`src/rtl/fa_share_arbiter.sv`:
```
// fa_share_arbiter: round-robin share of one final carry-propagate adder
// between NUM_REQ carry-save lanes; two registered stages (S1 capture, S2 add).
// Optional build macro FA_SHARE_ROUND_EN: round half up with saturation
// instead of plain truncation with wrap.
module fa_share_arbiter #(
    parameter int unsigned NUM_REQ = 4,
    parameter int unsigned IN_W    = 20,
    parameter int unsigned OUT_W   = 14,
    parameter int unsigned ID_W    = 2
) (
    input  logic                    clk,
    input  logic                    reset_n,
    input  logic [NUM_REQ-1:0]      req_valid,
    output logic [NUM_REQ-1:0]      req_ready,
    input  logic [NUM_REQ*IN_W-1:0] req_sum,
    input  logic [NUM_REQ*IN_W-1:0] req_carry,
    output logic                    out_valid,
    input  logic                    out_ready,
    output logic [OUT_W-1:0]        out_data,
    output logic [ID_W-1:0]         out_id
);

    localparam int unsigned IDX_W = ID_W + 1;
    localparam int unsigned SHIFT = IN_W - OUT_W;

    logic [ID_W-1:0]    rr_ptr,   rr_ptr_d;
    logic               s1_valid, s1_valid_d;
    logic [IN_W-1:0]    s1_sum,   s1_sum_d;
    logic [IN_W-1:0]    s1_carry, s1_carry_d;
    logic [ID_W-1:0]    s1_id,    s1_id_d;
    logic               out_valid_d;
    logic [OUT_W-1:0]   out_data_d;
    logic [ID_W-1:0]    out_id_d;

    logic [NUM_REQ-1:0] grant;
    logic [ID_W-1:0]    gnt_id;
    logic               found;
    logic [IDX_W-1:0]   idx;
    logic [IN_W-1:0]    sel_sum;
    logic [IN_W-1:0]    sel_carry;
    logic               s2_free;
    logic               s1_free;
    logic               s1_move;
    logic               xfer;
    logic [OUT_W-1:0]   result;
`ifdef FA_SHARE_ROUND_EN
    localparam logic [IN_W:0] RND = (IN_W+1)'(1) << (SHIFT - 1);
    logic [IN_W:0]      wide;
`else
    logic [IN_W-1:0]    sum_w;
`endif

    // Round-robin search: first requesting lane at or above rr_ptr, wrapping to 0
    always_comb begin
        grant  = '0;
        gnt_id = '0;
        found  = 1'b0;
        idx    = '0;
        for (int k = 0; k < NUM_REQ; k++) begin
            idx = IDX_W'(rr_ptr) + IDX_W'(k);
            if (idx >= IDX_W'(NUM_REQ)) idx = idx - IDX_W'(NUM_REQ);
            if (!found && req_valid[idx[ID_W-1:0]]) begin
                found                 = 1'b1;
                grant[idx[ID_W-1:0]] = 1'b1;
                gnt_id                = idx[ID_W-1:0];
            end
        end
    end

    // Operand mux for the granted lane; only ever steered by the grant
    always_comb begin
        sel_sum   = '0;
        sel_carry = '0;
        for (int i = 0; i < NUM_REQ; i++) begin
            if (grant[i]) begin
                sel_sum   = req_sum[i*IN_W +: IN_W];
                sel_carry = req_carry[i*IN_W +: IN_W];
            end
        end
    end

    assign s2_free   = !out_valid | out_ready;
    assign s1_move   = s1_valid & s2_free;
    assign s1_free   = !s1_valid | s1_move;
    assign req_ready = grant & {NUM_REQ{s1_free & reset_n}};
    assign xfer      = |(req_valid & req_ready);

    // Final adder: truncate the top OUT_W bits, or round half up and saturate
    always_comb begin
`ifdef FA_SHARE_ROUND_EN
        wide   = {1'b0, s1_sum} + {1'b0, s1_carry} + RND;
        result = wide[IN_W] ? '1 : OUT_W'(wide >> SHIFT);
`else
        sum_w  = s1_sum + s1_carry;
        result = OUT_W'(sum_w >> SHIFT);
`endif
    end

    // Next-state: pointer advance, S1 capture/drain, S2 load/drain
    always_comb begin
        rr_ptr_d    = rr_ptr;
        s1_valid_d  = s1_valid;
        s1_sum_d    = s1_sum;
        s1_carry_d  = s1_carry;
        s1_id_d     = s1_id;
        out_valid_d = out_valid;
        out_data_d  = out_data;
        out_id_d    = out_id;

        if (xfer) begin
            rr_ptr_d   = (gnt_id == ID_W'(NUM_REQ - 1)) ? '0 : gnt_id + ID_W'(1);
            s1_valid_d = 1'b1;
            s1_sum_d   = sel_sum;
            s1_carry_d = sel_carry;
            s1_id_d    = gnt_id;
        end else if (s1_move) begin
            s1_valid_d = 1'b0;
        end

        if (s1_move) begin
            out_valid_d = 1'b1;
            out_data_d  = result;
            out_id_d    = s1_id;
        end else if (out_ready) begin
            out_valid_d = 1'b0;
        end
    end

    // State registers; reset discards anything in flight
    always_ff @(posedge clk or negedge reset_n) begin
        if (!reset_n) begin
            rr_ptr    <= '0;
            s1_valid  <= 1'b0;
            s1_sum    <= '0;
            s1_carry  <= '0;
            s1_id     <= '0;
            out_valid <= 1'b0;
            out_data  <= '0;
            out_id    <= '0;
        end else begin
            rr_ptr    <= rr_ptr_d;
            s1_valid  <= s1_valid_d;
            s1_sum    <= s1_sum_d;
            s1_carry  <= s1_carry_d;
            s1_id     <= s1_id_d;
            out_valid <= out_valid_d;
            out_data  <= out_data_d;
            out_id    <= out_id_d;
        end
    end

endmodule

```
`config.mk`:
```
export PLATFORM = sky130hd
export DESIGN_NAME = fa_share_arbiter
export DESIGN_NICKNAME = d
export VERILOG_FILES = /design/src/rtl/fa_share_arbiter.sv
export SDC_FILE = /design/constraint.sdc
export NUM_CORES = 1
export LEC_CHECK = 0
export CAP_MARGIN = 20
export CORE_MARGIN = 5
export CORE_UTILIZATION = 45
export CTS_CLUSTER_DIAMETER = 80
export CTS_CLUSTER_SIZE = 25
export DETAILED_ROUTE_END_ITERATION = 7
export HOLD_SLACK_MARGIN = 0.05
export PLACE_DENSITY = 0.92
export SYNTH_ARGS = -nofsm -noshare
export SYNTH_HDL_FRONTEND = slang
export SYNTH_SLANG_ARGS = --single-unit
```
`constraint.sdc`:
```
create_clock -name clk -period 4.8 [get_ports clk]
set_input_delay 0.72 -clock clk [delete_from_list [all_inputs] [get_ports clk]]
set_output_delay 0.72 -clock clk [all_outputs]
set_load 0.02 [all_outputs]
```
Word level (Yosys, flattened, before mapping):

Cells that the tools add are included.

* bits in registers: 62
* input port bits: 167
* output and inout port bits: 21
* word-level logic and storage cells: 98

* add/subtract/negate cells: 9
* $lt $le $gt $ge: 12
* eq/ne operators: 1
* muxes and demuxes: 44
* bitwise logic cells: 9
* reductions and logical operators: 15

Operators with widths (count)
* 20-bit two-way mux: 8
* 20-bit adder: 1
* 2-bit two-way mux: 9
* 4-bit two-way mux: 4
* 1-bit two-way mux: 15
* 2-bit by 3-bit < comparator with 1-bit output (second input constant): 4
* 4-bit bitwise OR: 3
* 3-bit >= comparator (second input constant): 3
* 4-bit AND: 2
* 1-bit binary-select mux with 2-bit select: 4
* 1-bit demux with 2-bit select: 4
* 2-bit by 1-bit >= comparator with 1-bit output (second input constant): 4
* 2-bit by 1-bit subtractor with 2-bit output (second input constant): 4
* 1-bit logical AND: 7
* 2-bit by 2-bit adder with 3-bit output (second input constant): 2
* 1-bit zero test: 5
* 2-bit nonzero test: 2
* 4-bit OR reduction: 1
* 2-bit by 1-bit adder with 3-bit output (second input constant): 1
* 2-bit by 3-bit >= comparator with 1-bit output (second input constant): 1
* 2-bit by 1-bit adder with 2-bit output (second input constant): 1
* 1-bit AND: 2
* 2-bit equality test (second input constant): 1
* 1-bit bitwise OR: 2

Longest topological paths before layout:

Gate-level depths: netlist of run 1.

* depth after elaboration: 18
* depth in mapped cells: 13

Least setup slack after synthesis of run 1:

Ideal clock, no wire load.

* path kind: flip-flop to output port
* start point: register rr_ptr[0]
* end point: output req_ready[0]
* data arrival time: 3.109 ns
* required time: 4.080 ns
* path slack: 0.971 ns
* cell stages (with the launch flop): 11
* buffers on the path: 4
* path through: dfrtp_1 buf_2 inv_1 ha_1 clkbuf_1 mux4_2 nor3b_1 a221o_1 clkbuf_1 clkbuf_1 nor2b_1

* longest elaborated chain between the ends: 15

RTL lines
* from (decl): RTL line 26 `logic [ID_W-1:0] rr_ptr, rr_ptr_d;`
* from (signal assigned): RTL line 141 `rr_ptr <= rr_ptr_d;`
* parallel branches: the longest is 13 deep, another holds 2-bit by 1-bit adder with 3-bit output
* 4-bit two-way mux (*): RTL line 62 `if (!found && req_valid[idx[ID_W-1:0]]) begin`
* 4-bit AND (*): RTL line 85 `assign req_ready = grant & {NUM_REQ{s1_free & reset_n}};`
* to (decl): RTL line 14 `output logic [NUM_REQ-1:0] req_ready,`

Every way passes the cells marked *. The select of a mux whose other input is x is not followed.

Worst setup path after layout of run 1:

* start point: register rr_ptr[1]
* end point: output req_ready[1]

The elaborated chain is that of the path after synthesis.

==> results of run 1 <==
-- power breakdown --
group,switching (uW),internal (uW)
Sequential,159,774
Combinational,1980,1400
Clock,219,256
Total,2360,2430
-- layout make-up --
class                   instances  area share [%]
multi-input cells             394            41.7
repair buffers                200            28.0
flip-flops and latches         62            22.2
inverters                      50            2.68
well taps                     140            2.50
clock buffers                  10            1.96
clock inverters                 6            1.00
-- worst paths after layout --
kind,endpoint,startpoint,slack (ps)
max,req_ready[1],rr_ptr[1],310
min,out_id[0],s1_id[0],470
max reg2reg,s1_carry[8],rr_ptr[1],520
min reg2reg,out_id[0],s1_id[0],470
max in group asynchronous,s1_id[0],reset_n,3670
min in group asynchronous,s1_sum[4],reset_n,610
-- cell families (layout without fill, tap and decap cells) --
group | count (synthesis) | in the layout
muxes | 53 | 53
DFF | 62 | 62
xor gates and xnor gates | 10 | 10
and+or+nand+nor | 78 | 78
AOI/OAI and AO/OA | 228 | 228
adders and majority gates | 25 | 25
buffers and inverters | 98 | 266
-- stage by stage --
step	total power [uW]	cell area, um2	hold WS, ps
2_1_floorplan	3240	4850	424
3_3_place_gp	4110	6800	451
3_5_place_dp	4270	6800	460
4_1_cts	4770	7000	470
5_1_grt	5160	7000	506
6_report	4800	7000	470
-- metal layers --
metal | global-route usage (%) | wire length [um]
met1 | 31.1 | 6770
met2 | 44.8 | 8280
met3 | 5.73 | 1280
met4 | 8.00 | 366
met5 | 0 | 0
-- state kept, by name, summed over array words and instances, names as in the netlist --
register / cells
rr_ptr: 2
out_valid: 1
out_id: 2
out_data: 14
s1_carry: 20
s1_valid: 1
s1_id: 2
s1_sum: 20
-- cells in the mapped netlist (all sizes together) (2+ instances only) --
master,instances
a31oi,82
o21ai,64
dfrtp,62
inv,50
mux2,46
a22oi,41
clkbuf,40
nand2,37
ha,25
nor2,13
a21oi,12
buf,8
xor2,6
a221o,4
mux4,4
nor2b,4
or4,4
xnor2,4
and2,3
and3,3
mux2i,3
a2111oi,2
a211oi,2
a311oi,2
nand4,2
o2111a,2
o21a,2
o21bai,2
or3,2
-- critical path, delay by kind of cell, from the launching register on --
kind	cells	cell delay [ps]
adder cells (fa/ha/maj)	1	500
flip-flops	1	620
buffers and inverters	2	860
AND/OR/NAND/NOR	4	1020
multiplexers	1	430
==> impl_metrics.py, run 1 <==
metrics = {
    "place": {
        "routabilityCongestion": 0.896,
        "io_buffer_count": 187,
        "pre_cts_slack_ps": 322,
        "dp_cells": 846,
        "dp_hpwl_um": 12500,
    },
    "route": {
        "route.detailed.drc": 0,
        "vias_per_cell": 5.99,
        "routedWlPerCell_um": 19.4,
        "drt-total-wl_um": 16700,
        "drtPass1Iterations": 5,
        "drt_iter0_markers": 379,
        "drtAntennaViolNets": 0,
        "vias": 5166,
    },
    "grt": {
        "grt_overflow_total": 0,
        "antenna_found_initial": 0,
        "grt_pass1_wl_um": 26500,
        "track_usage_pct": 25.5,
        "grt_pass1_vias": 5450,
        "grt_max_degree": 63,
    },
    "synth": {
        "synth_top_family_by_area": "compound AO/OA/AOI/OAI gates",
        "ys_ff_latch": 62,
        "synth_fp_nets": 746,
        "syn_area_per_cell_um2": 8.75,
        "synth_compound_gate_area_share_pct": 30.3,
        "synth.area.mux_share_pct": 13.2,
        "synth_top_area_cell": "dfrtp_1",
        "syn-cell-area_um2": 4850,
        "yosys_warnings": 0,
        "synth_cells": 554,
        "synth_xor_area_share_pct": 1.81,
        "synth_top_area_share_pct": 32.0,
        "synth_cell_types": 57,
        "synth_edf_count": 0,
        "async_reset_ff_share_pct": 100,
        "ys_seq_area_share_pct": 32.0,
        "ys.flop_type": "dfrtp_1",
        "synth-simple-area-share_pct": 8.08,
        "synth_area_leaders": "dfrtp_1 (32%), a31oi_1 (11%), mux2_1 (9.1%)",
        "synthAdderAreaFrac_pct": 6.45,
    },
    "final_layout": {
        "final_common_cell": "clkdlybuf4s50_1",
        "final_util_pct": 65.5,
        "final_cell_mix": "clkdlybuf4s50_1 (186), a31oi_1 (82), o21ai_0 (64)",
        "nets": 909,
        "multi_input_area_um2": 2920,
        "stdcell_count": 862,
        "fillers": 877,
        "diodes": 0,
        "final_layout_size_suffix_gt1_share_pct": 6.79,
        "syn2layout_area_growth_pct": 44.4,
        "area.sequential_um2": 1550,
    },
    "cts": {
        "clkTransAtPathRegs_ps": 70,
        "cts-hold-fix-buffers": 0,
        "cts_root_buffer": "clkbuf_8",
        "cts_resized": 0,
        "cts_buffers": 9,
        "clockBufferDepth": 2,
        "cts_setup_buffers": 0,
        "clk_latency_ps": 340,
        "h-tree-depth": 3,
        "cts_tree": "yes",
        "clock-sinks": 62,
    },
    "sta": {
        "setup_viol": 0,
        "finalCritPeriodShare_pct": 93.6,
        "min_period_ps": 4490,
        "hold_viol_final": 0,
        "drv_slew": 0,
        "tns_ps": 0,
        "max_freq_mhz": 223,
        "finalClockSkew_ps": 10.8,
        "tightestPinTransition_ps": 1150,
        "grt_setup_unrepaired": "no",
        "slew_headroom_pct": 21.6,
        "setup_slack_ps": 306,
    },
    "setup_path": {
        "crit_fanout": 12,
        "crit_type": "flop to output port",
        "crit_arrival_ps": 3770,
        "path_cells": "inv_1 > ha_1 > mux4_2 > nor3b_1 > nand2_1 > and3_2 > nor2_1 > clkdlybuf4s50_1",
        "critPathRequiredTime_ps": 4080,
        "critPathSlowestCell": "clkdlybuf4s50_1",
        "max_stage_delay_ps": 670,
        "cp-start-kind": "flop",
        "r2r_cells": 10,
        "end_kind": "output port",
    },
    "floorplanning": {
        "boundaryPins": 188,
        "coreArea_um2": 10700,
        "initial_core_util_pct": 45.3,
        "fp-row-count": 38,
        "die-area_um2": 13000,
        "fp.dieH_um": 114,
        "die_w_um": 114,
    },
    "power_and_ir_drop": {
        "ir_drop_v": 0.000325,
        "powerDensity_nw_per_um2": 685,
        "p_leak_uw": 0.00293,
    },
    "worst_hold_path": {
        "min_path_cells": 2,
        "hold_class": "flop to flop",
    },
    "outcome": {
        "status": "finished clean",
    },
    "run": {
        "timing.max_cap.violations": 0,
    },
}
Note: power is estimated with default switching activity, not from simulation.
==> run 2, diff against run 1 <==
CTS_CLUSTER_DIAMETER = 40   (was 80)
==> results of run 2 <==
No change in the layout: final DEF, timing and power equal those of run 1.
==> run 3, diff against run 2 <==
ABC_CLOCK_PERIOD_IN_PS = 4800   (was not set)
==> results of run 3 <==
No change in the layout: final DEF, timing and power equal those of run 1.
